### config.mk
export PLATFORM = sky130hd
export DESIGN_NAME = control_unit
export DESIGN_NICKNAME = d
export VERILOG_FILES = /design/src/rtl/control_unit.sv
export SDC_FILE = /design/constraint.sdc
export NUM_CORES = 1
export LEC_CHECK = 0
export ABC_AREA = 0
export BUFFER_PORTS_ARGS = -buffer_cell sky130_fd_sc_hd__buf_2
export CAP_MARGIN = 10
export CELL_PAD_IN_SITES_DETAIL_PLACEMENT = 1
export CELL_PAD_IN_SITES_GLOBAL_PLACEMENT = 1
export CORE_MARGIN = 2
export CORE_UTILIZATION = 29
export CTS_BUF_LIST = sky130_fd_sc_hd__clkbuf_8
export CTS_CLUSTER_DIAMETER = 120
export CTS_CLUSTER_SIZE = 20
export DETAILED_ROUTE_END_ITERATION = 10
export PLACE_DENSITY = 0.83
export RECOVER_POWER = 100
export SLEW_MARGIN = 40
export SYNTH_ARGS = -nofsm -noshare
export SYNTH_HDL_FRONTEND = slang
export SYNTH_SLANG_ARGS = --single-unit
### constraint.sdc
create_clock -name clk -period 0.8 [get_ports clk]
set_input_delay 0.08 -clock clk [delete_from_list [all_inputs] [get_ports clk]]
set_output_delay 0.08 -clock clk [all_outputs]
set_load 0.03 [all_outputs]
### src/rtl/control_unit.sv
// ID-stage decoder for the LW/SW/ADD/SUB/MUL subset; the registered Ctrl word is the ID/EX control register.
// Optional CTRL_ILLEGAL_FLAG_EN drives Ctrl[15] high for illegal encodings; when it is undefined, Ctrl[15] is always 0.
module control_unit #(
  parameter logic [5:0] OP_LW    = 6'b000100,
  parameter logic [5:0] OP_SW    = 6'b000101,
  parameter logic [5:0] OP_RTYPE = 6'b000011,
  parameter logic [5:0] FN_ADD   = 6'b100000,
  parameter logic [5:0] FN_SUB   = 6'b100010,
  parameter logic [5:0] FN_MUL   = 6'b110010
) (
  input  logic        clk,
  input  logic        rst_n,
  input  logic [31:0] Instruction,
  output logic [23:0] Ctrl
);

  localparam logic [1:0] ALU_ADD = 2'b00;
  localparam logic [1:0] ALU_SUB = 2'b01;
  localparam logic [1:0] ALU_MUL = 2'b10;

  logic [5:0]  opcode;
  logic [5:0]  funct;
  logic [4:0]  rs;
  logic [4:0]  rt;
  logic [4:0]  rd;
  logic [4:0]  dest;

  logic        reg_write;
  logic        mem_to_reg;
  logic        mem_write;
  logic        mem_read;
  logic        alu_src;
  logic [1:0]  alu_op;
  logic        reg_dst;
  logic        illegal;
  logic        ill_bit;
  logic [23:0] ctrl_next;
  logic        unused_ok;

  assign opcode = Instruction[31:26];
  assign rs     = Instruction[25:21];
  assign rt     = Instruction[20:16];
  assign rd     = Instruction[15:11];
  assign funct  = Instruction[5:0];

  always_comb begin
    reg_write  = 1'b0;
    mem_to_reg = 1'b0;
    mem_write  = 1'b0;
    mem_read   = 1'b0;
    alu_src    = 1'b0;
    alu_op     = ALU_ADD;
    reg_dst    = 1'b0;
    illegal    = 1'b0;
    case (opcode)
      OP_LW: begin
        reg_write  = 1'b1;
        mem_to_reg = 1'b1;
        mem_read   = 1'b1;
        alu_src    = 1'b1;
      end
      OP_SW: begin
        mem_write = 1'b1;
        alu_src   = 1'b1;
      end
      OP_RTYPE: begin
        case (funct)
          FN_ADD: begin
            reg_write = 1'b1;
            reg_dst   = 1'b1;
            alu_op    = ALU_ADD;
          end
          FN_SUB: begin
            reg_write = 1'b1;
            reg_dst   = 1'b1;
            alu_op    = ALU_SUB;
          end
          FN_MUL: begin
            reg_write = 1'b1;
            reg_dst   = 1'b1;
            alu_op    = ALU_MUL;
          end
          default: illegal = 1'b1;
        endcase
      end
      default: illegal = 1'b1;
    endcase
  end

  // Illegal encodings keep all write/enable bits low, so they flow down the pipe as a NOP.
  assign dest = reg_dst ? rd : rt;

`ifdef CTRL_ILLEGAL_FLAG_EN
  assign ill_bit   = illegal;
  assign unused_ok = ^Instruction[10:6];
`else
  assign ill_bit   = 1'b0;
  assign unused_ok = ^{Instruction[10:6], illegal};
`endif

  assign ctrl_next = {reg_write, mem_to_reg, mem_write, mem_read, alu_src,
                      alu_op, reg_dst, ill_bit, dest, rs, rt};

  always_ff @(posedge clk or negedge rst_n) begin
    if (!rst_n) Ctrl <= 24'h000000;
    else        Ctrl <= ctrl_next;
  end

endmodule

==> run metrics <==
leading cell types by total area after synthesis=sky130_fd_sc_hd__dfrtp_1 (74%), sky130_fd_sc_hd__mux2_2 (7.6%), sky130_fd_sc_hd__nand4_4 (2.9%); final hold vios=0; Min-Delay Path Class=primary input to flop; post-synthesis cell type with the largest combined area=sky130_fd_sc_hd__dfrtp_1; relative area change from synthesis to final layout=87.73%; layout cells sized above 1=57.02%; stage delay of the slowest cell on the critical path=0.34 ns; biggest fanout along the worst timing path=6; setup repair after global routing missed its margin=true; Placed Cells incl. Taps=127; Mean Syn Cell Area=16.54 sq um; CTS tree=yes; WP data arrival=between 1 and 1.5 ns; initial DRC count=7; number of distinct library cells after synthesis=15; count of buffering cells on the critical path with inverters included=1; sinks on the clock net=22; total power per unit cell area=1873 nW/um^2; Die Height=54.67 microns; GPL Wtd Cong=0.6269; predominant post-synthesis flop cell=sky130_fd_sc_hd__dfrtp_1; placement-stage worst setup slack=-0.3937 ns; most numerous cell in the Yosys netlist=sky130_fd_sc_hd__dfrtp_1; die outline area=2988 sq um; Crit Path Class=primary input to flop; synthesized cell area=approximately 740 sq um; cell at the root of the clock tree=sky130_fd_sc_hd__clkbuf_8; Largest register FFs=22; deepest clock path buffer count=2; setup tns final=-2.096 ns; count of unresolved DRC violations after routing=0; sum of internal, switching and leakage power=around 2.6 mW; post-route cell area=between 1000 and 1500 sq um; die outline width=54.67 microns; post-route clock period utilization=113.7%; Leakage Power=0.7135 nW; deepest level of the CTS H-tree=1; total number of placement rows=18; Worst VDD drop=1.111 mV; Worst Slack Setup Final=-0.1096 ns; Max Fclk=1.099 GHz; share of synthesized area occupied by flip-flops and latches=73.95%; initial antenna violation count=0; vias per cell=4.292; total global routing track utilization=16.36%; Top reg by flops=Ctrl; status=complete, but fails checks; fill count=253; Synthesized Nets=just under 80; area of placed instances=roughly 1000 sq um; Worst Hold Launch=Instruction[13]; vias post-DR=618; Wirelength per Cell=15.27 microns; biggest registers after layout=Ctrl: 22 flops; global-route wire length before repair=3229 microns; number of cells in the finished layout apart from fillers=144; count of flip-flops with a built-in enable after synthesis=0; count of boundary I/O pins=58; antenna violation net count after detailed routing=0; number of synthesis warnings=0; Final #Nets=149; Required @ worst endpoint=0.96 ns; count of input and output buffers=51; Period minus WS final=0.9096 ns; clock-pin slew on the worst setup and hold paths=0.09 ns; Initial DRT Pass Iterations=2; flops & latches, synth=22; Setup-failing EPs final=29; count of pins over their slew limit=0; failing checks=negative setup slack; relative max-transition margin=65.65%; Antenna diodes=0; pin count of the biggest net entering global routing=23; via count of the first global-routing pass=672; cell type of the slowest stage on the worst timing path=sky130_fd_sc_hd__nor4_4; CORE AREA=around 2500 sq um; clock buffers created by TritonCTS=3; fraction of registers with async set or reset after synthesis=100.0%; crit-path cells=buf_8, nor4_4, nand4_4, mux2_4; Detailed Route WL=2199 microns; WHS Endpoint=Ctrl[12]$_DFF_PN0_; commonest cells in the synthesized netlist=sky130_fd_sc_hd__dfrtp_1 (22), sky130_fd_sc_hd__mux2_2 (5), sky130_fd_sc_hd__inv_1 (3), sky130_fd_sc_hd__nor2_1 (3), sky130_fd_sc_hd__buf_4 (2); nature of the critical path startpoint=primary input; minimum hold slack=between 0.03 and 0.04 ns; Post-Synthesis Cells=45; worst hold path stage count=2; area share of the largest cell type after synthesis=73.95%; grt ovf=0; max_cap viols=0; slew at the pin with the worst max-slew slack=0.5152 ns; Starting Density=30.33%; fraction of the core area covered by cells at the end of the flow=a little under three fifths; kind of cell with the highest combined delay on the critical path=simple AND/OR/NAND/NOR gates; type of element capturing the critical path=flop
## metal layers
| layer | track usage, % | part of all wire [%] |
|---|---|---|
| met1 | 16.26 | 34 |
| met3 | 2.732 | 3.9 |
| met4 | 6.250 | 0.86 |
| met2 | 32.74 | 61 |
| met5 | 0 | 0 |
## report_power, final
group          internal (mW)  switching, mW  total, mW
sequential              1.15         0.0205       1.17
clock                  0.669          0.385       1.05
combinational          0.197          0.194      0.391
total                   2.02          0.599       2.62
## worst max path at each step
stage	from	end	slack (ns)	depth (start not counted)
global placement	Instruction[28]	Ctrl[12]$_DFF_PN0_	-0.36	4
CTS	Instruction[2]	Ctrl[11]$_DFF_PN0_	-0.11	4
finish	Instruction[0]	Ctrl[11]$_DFF_PN0_	-0.11	4
detailed placement	Instruction[28]	Ctrl[11]$_DFF_PN0_	-0.39	4
global route	Instruction[0]	Ctrl[11]$_DFF_PN0_	-0.14	4
floorplan	Instruction[28]	Ctrl[10]$_DFF_PN0_	-0.18	3
## cell type report
cell class	instances	area, sq um	area share [%]
timing repair buffer	67	555.5	39.75
tap	30	37.54	2.686
inverter	3	11.26	0.8057
sequential	22	550.5	39.39
clock buffer	3	41.29	2.954
clock inverter	1	30.03	2.149
multi-input combinational	18	171.4	12.26
## layout by cell type (no fill, tap or decap), drive strengths merged
master / n
inv: 3
mux2: 5
dlygate4sd3: 12
o21ai: 1
buf: 52
conb: 1
dfrtp: 22
and2: 1
bufinv: 1
nor3: 1
and3: 1
nand2b: 1
clkbuf: 6
nand4: 2
nand3b: 1
nor4: 1
nor2: 3
## timing repair
action                                  4_1_cts  5_1_grt
resized for setup                            47        1
pin swaps                                     1        2
endpoints found under the setup margin       29       30
setup buffers                                 0        1
hold buffers                                 11        1
endpoints found under the hold margin        32        1
## logic make-up after synthesis
logic type,share of synthesized area [%]
DFF,73.95
and+or+nand+nor,13.78
muxes,7.562
buffers and inverters,3.529
AOI/OAI and AO/OA,0.6716
other,0.5037
(Power assumes the default switching activity.)
